**config.mk**
```make
export PLATFORM = sky130hd
export DESIGN_NAME = pc_fetch_unit
export DESIGN_NICKNAME = d
export VERILOG_FILES = /design/src/rtl/pc_fetch_unit_pkg.sv /design/src/rtl/pc_fetch_unit_pc_reg.sv /design/src/rtl/pc_fetch_unit.sv
export SDC_FILE = /design/constraint.sdc
export NUM_CORES = 1
export LEC_CHECK = 0
export BUFFER_PORTS_ARGS = -buffer_cell sky130_fd_sc_hd__buf_4
export CAP_MARGIN = 20
export CORE_MARGIN = 5
export CORE_UTILIZATION = 48
export DETAILED_ROUTE_END_ITERATION = 8
export GPL_TIMING_DRIVEN = 0
export PLACE_DENSITY = 0.78
export SETUP_SLACK_MARGIN = 0.15
export SLEW_MARGIN = 20
export SYNTH_ARGS = -nofsm -noshare
export SYNTH_HDL_FRONTEND = slang
export SYNTH_SLANG_ARGS = --single-unit
```
**constraint.sdc**
```tcl
create_clock -name clk -period 2.7 [get_ports clk]
set_clock_uncertainty 0.2 [all_clocks]
set_input_delay 0.27 -clock clk [delete_from_list [all_inputs] [get_ports clk]]
set_output_delay 0.27 -clock clk [all_outputs]
set_load 0.1 [all_outputs]
```
**src/rtl/pc_fetch_unit_pkg.sv**
```systemverilog
// Shared types and defaults for the instruction-fetch stage.
package rv_fetch_pkg;

   localparam int unsigned ADDR_W_DEF   = 8;
   localparam int unsigned INSTR_W_DEF  = 32;
   localparam logic [7:0]  RESET_PC_DEF = 8'h00;
   localparam logic [31:0] NOP_INSTR    = 32'h0000_0013;

   typedef enum logic [2:0] {
      S_REQ   = 3'd0,
      S_WAIT  = 3'd1,
      S_VALID = 3'd2,
      S_DROP  = 3'd3,
      S_HALT  = 3'd4
   } fetch_state_e;

   function automatic logic is_aligned(input logic [1:0] lsb);
      return lsb == 2'b00;
   endfunction

endpackage

```
**src/rtl/pc_fetch_unit_pc_reg.sv**
```systemverilog
// Architectural PC register with load enable; resets to RESET_PC.
module pc_reg
   import rv_fetch_pkg::*;
#(
   parameter int unsigned        ADDR_W   = ADDR_W_DEF,
   parameter logic [ADDR_W-1:0]  RESET_PC = ADDR_W'(RESET_PC_DEF)
) (
   input  logic              clk,
   input  logic              rst_n,
   input  logic              load_en,
   input  logic [ADDR_W-1:0] pc_in,
   output logic [ADDR_W-1:0] pc_out
);

   logic [ADDR_W-1:0] pc_q;
   logic [ADDR_W-1:0] pc_d;

   always_comb begin
      pc_d = load_en ? pc_in : pc_q;
   end

   always_ff @(posedge clk or negedge rst_n) begin
      if (!rst_n) pc_q <= RESET_PC;
      else        pc_q <= pc_d;
   end

   assign pc_out = pc_q;

endmodule

```
**src/rtl/pc_fetch_unit.sv**
```systemverilog
// Instruction-fetch stage: owns the PC, fetches over req/ack and hands one
// instruction at a time to decode over valid/ready.
//
// state   | meaning
// S_REQ   | request cycle at pc (or request set-up right after reset)
// S_WAIT  | request outstanding, waiting for imem_ack
// S_VALID | instruction buffered and offered to decode
// S_DROP  | redirected while a request was outstanding; discard its data
// S_HALT  | misaligned pc seen; quiescent until reset
module pc_fetch_unit
   import rv_fetch_pkg::*;
#(
   parameter int unsigned        ADDR_W   = ADDR_W_DEF,
   parameter int unsigned        INSTR_W  = INSTR_W_DEF,
   parameter logic [ADDR_W-1:0]  RESET_PC = ADDR_W'(RESET_PC_DEF)
) (
   input  logic               clk,
   input  logic               rst_n,
   input  logic [ADDR_W-1:0]  next_pc,
   input  logic               flush,
   output logic [ADDR_W-1:0]  pc,
   output logic               imem_req,
   output logic [ADDR_W-1:0]  imem_addr,
   input  logic               imem_ack,
   input  logic [INSTR_W-1:0] imem_rdata,
   output logic               if_valid,
   output logic [INSTR_W-1:0] if_instr,
   output logic [ADDR_W-1:0]  if_pc,
   input  logic               id_ready,
   output logic               fetch_err
);

   fetch_state_e        state_q, state_d;
   logic                imem_req_q, imem_req_d;
   logic [ADDR_W-1:0]   imem_addr_q, imem_addr_d;
   logic                if_valid_q, if_valid_d;
   logic [INSTR_W-1:0]  if_instr_q, if_instr_d;
   logic [ADDR_W-1:0]   if_pc_q, if_pc_d;
   logic                fetch_err_q, fetch_err_d;
   logic                pc_load;
   logic [ADDR_W-1:0]   pc_q;
   logic                launch;
   logic [ADDR_W-1:0]   launch_pc;

   pc_reg #(
      .ADDR_W   (ADDR_W),
      .RESET_PC (RESET_PC)
   ) u_pc_reg (
      .clk     (clk),
      .rst_n   (rst_n),
      .load_en (pc_load),
      .pc_in   (next_pc),
      .pc_out  (pc_q)
   );

   always_comb begin
      state_d     = state_q;
      imem_req_d  = imem_req_q;
      imem_addr_d = imem_addr_q;
      if_valid_d  = if_valid_q;
      if_instr_d  = if_instr_q;
      if_pc_d     = if_pc_q;
      fetch_err_d = fetch_err_q;
      pc_load     = 1'b0;
      launch      = 1'b0;
      launch_pc   = pc_q;

      case (state_q)
         S_REQ, S_WAIT: begin
            if (flush) begin
               pc_load = 1'b1;
               // an issued request cannot be withdrawn; wait out its ack
               if (imem_req_q && !imem_ack) begin
                  state_d = S_DROP;
               end else begin
                  launch    = 1'b1;
                  launch_pc = next_pc;
               end
            end else if (!is_aligned(pc_q[1:0])) begin
               fetch_err_d = 1'b1;
               imem_req_d  = 1'b0;
               state_d     = S_HALT;
            end else if (!imem_req_q) begin
               launch    = 1'b1;
               launch_pc = pc_q;
            end else if (imem_ack) begin
               if_instr_d = imem_rdata;
               if_pc_d    = pc_q;
               if_valid_d = 1'b1;
               imem_req_d = 1'b0;
               state_d    = S_VALID;
            end else begin
               state_d = S_WAIT;
            end
         end
         S_VALID: begin
            if (flush || id_ready) begin
               if_valid_d = 1'b0;
               pc_load    = 1'b1;
               launch     = 1'b1;
               launch_pc  = next_pc;
            end
         end
         S_DROP: begin
            if (flush) pc_load = 1'b1;
            if (imem_ack) begin
               launch    = 1'b1;
               launch_pc = flush ? next_pc : pc_q;
            end
         end
         S_HALT: begin
         end
         default: state_d = S_REQ;
      endcase

      // a misaligned target enters S_REQ without raising imem_req
      if (launch) begin
         state_d     = S_REQ;
         imem_req_d  = is_aligned(launch_pc[1:0]);
         imem_addr_d = launch_pc;
      end
   end

   always_ff @(posedge clk or negedge rst_n) begin
      if (!rst_n) begin
         state_q     <= S_REQ;
         imem_req_q  <= 1'b0;
         imem_addr_q <= RESET_PC;
         if_valid_q  <= 1'b0;
         if_instr_q  <= '0;
         if_pc_q     <= '0;
         fetch_err_q <= 1'b0;
      end else begin
         state_q     <= state_d;
         imem_req_q  <= imem_req_d;
         imem_addr_q <= imem_addr_d;
         if_valid_q  <= if_valid_d;
         if_instr_q  <= if_instr_d;
         if_pc_q     <= if_pc_d;
         fetch_err_q <= fetch_err_d;
      end
   end

   assign pc        = pc_q;
   assign imem_req  = imem_req_q;
   assign imem_addr = imem_addr_q;
   assign if_valid  = if_valid_q;
   assign if_instr  = if_instr_q;
   assign if_pc     = if_pc_q;
   assign fetch_err = fetch_err_q;

endmodule

```
; After elaboration in Yosys (flattened, before gate mapping)
; Index checks and enable logic that the tools add are counted.
[word_totals]
register_bits = 62
inputBits = 45
wordCells = 73
[classes]
eq_ne = 13
n_mux = 34
bitwise = 2
reduce_logical = 16
[op_table]
columns = cell, n
row1 = two-way mux 8 bit, 5
row2 = one-hot mux 8 bit (3 select lines), 1
row3 = two-way mux 1 bit, 18
row4 = two-way mux 3 bit, 5
row5 = inequality test 2 bit (second input constant), 5
row6 = equality test 3 x 2 -> 1 bit (second input constant), 2
row7 = one-hot mux 3 bit (2 select lines), 1
row8 = AND reduction 3 bit, 2
row9 = AND reduction 6 bit, 1
row10 = OR reduction 3 bit, 2
row11 = inequality test 5 bit (second input constant), 1
row12 = AND reduction 5 bit, 1
row13 = logical NOT 2 bit, 2
row14 = inequality test 2 x 1 -> 1 bit (second input constant), 2
row15 = inequality test 4 bit (second input constant), 1
row16 = one-hot mux 1 bit (2 select lines), 2
row17 = nonzero test 2 bit, 2
row18 = equality test 3 x 1 -> 1 bit (second input constant), 1
row19 = equality test 3 bit (second input constant), 1
row20 = logical NOT 3 bit, 1
row21 = one-hot mux 1 bit (3 select lines), 1
row22 = two-way mux 2 bit, 1
row23 = inverter 1 bit, 2
row24 = AND reduction 2 bit, 1
row25 = 4 further kinds, 4

; Depth between registers and ports, before layout
[depth]
depth_word = 7
depth_mapped = 6
mapped_depth_nobuf = 4

; Modules after synthesis
; From an unflattened synthesis, not the netlist that was laid out.
[hier_totals]
hier_cells = 168
hier_area_um2 = 2625.0
[by_module_without_submodules]
columns = mod, instances, cells_per_inst, area_per_inst_um2
row1 = pc_fetch_unit, 1, 151, 2293.4
row2 = pc_reg, 1, 17, 331.6

; Worst setup path after synthesis
; Ideal clock, no wire load.
[synth_path]
path_kind = reg2reg
start = register imem_req_q (netlist: imem_req)
end = register imem_addr_q[1] (netlist: imem_addr[1])
setup_ns = 0.126
t_arrival_ns = 2.245
t_required_ns = 2.374
slack_ns = 0.129
stages_incl_launch_ff = 6
cell_sequence = dfrtp_1 > or3_1 > a221o_1 > a21oi_2 > buf_6 > mux2_4
[synth_between]
elab_chain_len = 4
[synth_lines]
columns = item, line
row1 = "start, declared", pc_fetch_unit.sv:34  ; logic imem_req_q, imem_req_d;
row2 = "start signal, assigned", pc_fetch_unit.sv:135  ; imem_req_q <= imem_req_d;
row3 = two-way mux 1 bit / logical AND 1 bit (equally long branches), "pc_fetch_unit.sv:83, pc_fetch_unit.sv:73"
row4 = "two-way mux 1 bit, or another cell as far along", pc_fetch_unit.sv:79  ; end else if (!is_aligned(pc_q[1:0])) begin
row5 = two-way mux 1 bit / two-way mux 8 bit (equally long branches), pc_fetch_unit.sv:70  ; if (flush) begin
row6 = one-hot mux 1 bit (3 select lines) / one-hot mux 8 bit (3 select lines) (equally long branches), pc_fetch_unit.sv:68  ; case (state_q)
row7 = "end signal, assigned", pc_fetch_unit.sv:136  ; imem_addr_q <= imem_addr_d;
row8 = "end, declared", pc_fetch_unit.sv:35  ; logic [ADDR_W-1:0] imem_addr_q, imem_addr_d;
; Several ways; a longest one is shown, not always the timed one.
; A chain may end at the register's enable or synchronous reset.

; Worst setup path in the final report
[layout_path]
start = register imem_req_q (netlist: imem_req)
end = register imem_addr_q[5] (netlist: imem_addr[5])
; The elaborated chain is that of the path after synthesis.

==> out/qor.csv <==
metric;value;unit
RSZ-0062 raised after global routing;false;
peak supply drop;352;µV
Pleak;2.14;nW
Final Max Tran Viols;0;
layout cell share with drive strength beyond 1;55.4;%
drt drc;0;
CTS tree;done;
Starting Density;49.8;%
r2r startpoint;imem_req;
top-area cell type share of the netlist area;60.3;%
ys async rst share;100;%
DR iter-0 viols;45;
post-cts gate resize count;0;
Gate Count Post-Synth;173;
area grow syn2layout;58.3;%
PD cells;512;nW/µm²
chip width;83.2;µm
period utilisation layout;82.3;%
die area;6930;µm²
syn_nets;218;
final wirelength;6750;µm
crit path kind;flop to flop;
DP Area;3430;µm²
Nets;372;
Max-Slew Margin vs Limit;48.2;%
H-tree levels;3;
fin crit period;2.22;ns
FF+latch area;1550;µm²
Fmax;0.450;GHz
Final Core Density;78.8;%
average size of a mapped cell;14.9;µm²
first-pass GRT wire length;11300;µm
ranking of synthesized cells by area;dfrtp_1 60%, mux2_2 22%, mux2_4 4.1%;
Congestion Overflow GR;0;
root buf cell;clkbuf_8;
row cnt;26;
MaxCap Viol Count;0;
largest net degree at the start of global routing;63;
crit path from;imem_req;
Wirelength per Cell;16.8;µm
Setup Viol. Count Final;0;
initial antenna violation count;0;
Clock Path Buffers;2;
yosys warns;0;
Reg clk slew, reported paths;0.07;ns
clk_lat worst skew;0.33;ns
largest area contributor in the netlist;dfrtp_1;
area of the multi-input gates;952;µm²
count of input and output buffers;102;
GPL Wtd Cong;0.806;
vias per cell;4.87;
Core ar.;5170;µm²
Detail Placement HPWL;4200;µm
setup TNS;0;ns
Worst Path Max Fanout;10;
Total GRT Usage;20.6;%
Fill cells;310;
cts bufs inserted;9;
antenna-violating nets left;0;
design area;4070;µm²
ant diodes;0;
clk sink count;62;
number of I/O pins;104;
#FFs+latches synth;62;
Mapped Area;2570;µm²
ys flop type;dfrtp_1;
post-synthesis sequential area ratio;60.3;%
detailed-route via count;1957;
Crit path required time;2.71;ns
Worst EP arrival;2.23;ns
Pre-Repair DR Iteration Count;4;
Worst Setup End Kind;flop;
Distinct cells, synth;32;
outcome;complete, no violations;
class of the worst hold path;primary input to flop;
slew of the pin with the lowest slew margin;0.777;ns
number of synthesized flops with an enable pin;0;
vias in the first global route;2261;
worst min-delay path startpoint;imem_ack;
Final Hold Viols;0;
critical path launch point type;flop;
die height;83.2;µm
state kept, by name (all words and copies together), names as in the netlist:
signal           flops
fetch_err            1
if_instr            32
if_pc                8
if_valid             1
imem_addr            8
imem_req             1
state_q              3
u_pc_reg.pc_out      8
cell usage in the layout (no fill, tap or decap), drive strengths merged:
cell / Yosys / routed
o21bai: 1 / 1
buf: 5 / 107
a2111oi: 1 / 1
and2: 3 / 3
nand2b: 1 / 1
nand4: 1 / 1
dfrtp: 62 / 62
o41ai: 1 / 1
or3: 3 / 3
mux2i: 2 / 2
a21oi: 4 / 4
a22o: 4 / 4
a221oi: 1 / 1
nand2: 5 / 5
a211oi: 1 / 1
bufinv: 0 / 2
nor2: 5 / 5
clkbuf: 4 / 17
clkinv: 0 / 1
o311a: 1 / 1
inv: 3 / 3
nor3: 1 / 1
mux2: 58 / 58
nor2b: 3 / 3
or2: 1 / 1
dlygate4sd3: 0 / 41
a221o: 1 / 1
nor3b: 1 / 1
metrics by stage:
step	hold WS (ns)	power [mW]	instances	setup WS (ns)
floorplan	-0.226	1.02	173	0.180
global placement	0.201	1.10	345	0.516
detailed placement	0.200	1.11	345	0.493
CTS	0.0295	2.10	402	0.482
global route	0.0318	2.17	402	0.409
finish	0.0431	2.09	402	0.477
layer usage:
layer	track usage [%]	wire length (µm)	share of wire [%]	vias to the layer above
li1	-	-	-	924
met1	24.6	2810	42	948
met2	33.2	3230	48	74
met3	8.12	579	8.6	11
met4	8.62	137	2.0	0
met5	0	0	0	-
worst paths after layout:
check                      slack [ns]  cells after the start            endpoint
min in group asynchronous        0.36                      2            if_valid
max                              0.48                      5        imem_addr[5]
min reg2reg                      0.27                      2           fetch_err
max in group asynchronous        1.40                      2  u_pc_reg.pc_out[0]
max reg2reg                      0.48                      5        imem_addr[5]
min                              0.04                      3          state_q[1]
final cells by class:
| type | count | share of cell area, % |
|---|---|---|
| Inverter | 3 | 0.276 |
| Multi-Input combinational cell | 99 | 23.4 |
| Tap cell | 70 | 2.15 |
| Buffer | 9 | 1.44 |
| Clock buffer | 13 | 4.15 |
| Timing Repair Buffer | 143 | 28.9 |
| Clock inverter | 3 | 1.60 |
| Sequential cell | 62 | 38.1 |
kinds of logic after synthesis:
family | count (synthesis) | synth area share [%]
AND/OR/NAND/NOR | 24 | 5.15
multiplexers | 60 | 27.2
AO/OA/AOI/OAI | 15 | 4.67
buffers and inverters | 12 | 2.72
flip-flops | 62 | 60.3
synth_stat cells, types with 2 or more instances:
master and number:
clkbuf_1 3, nor2_1 5, or3_1 3, nor2b_1 2, dfrtp_1 62, inv_1 3
a22o_1 4, mux2_4 7, and2_1 3, a21oi_1 3, nand2_1 5, mux2i_1 2
buf_6 3, mux2_2 50
critical path, cell delays in order, from the launching register on:
cell	delay [ns]
dfrtp_2	0.45
or3_1	0.37
a221o_1	0.36
a21oi_2	0.20
buf_6	0.20
mux2_4	0.31
report_power, final:
| group | total, mW | leakage [nW] | internal [mW] | switching, mW |
|---|---|---|---|---|
| Combinational | 0.196 | 1.18 | 0.0975 | 0.0985 |
| Clock | 0.949 | 0.120 | 0.595 | 0.354 |
| Sequential | 0.942 | 0.839 | 0.935 | 0.00680 |
timing repair:
item / in CTS / in global routing
hold endpoints to repair: 102 / 0
setup endpoints to repair: 0 / 0
buffers inserted: 0 / 0
hold buffers: 41 / 0
Note: power is estimated with default switching activity, not from simulation.
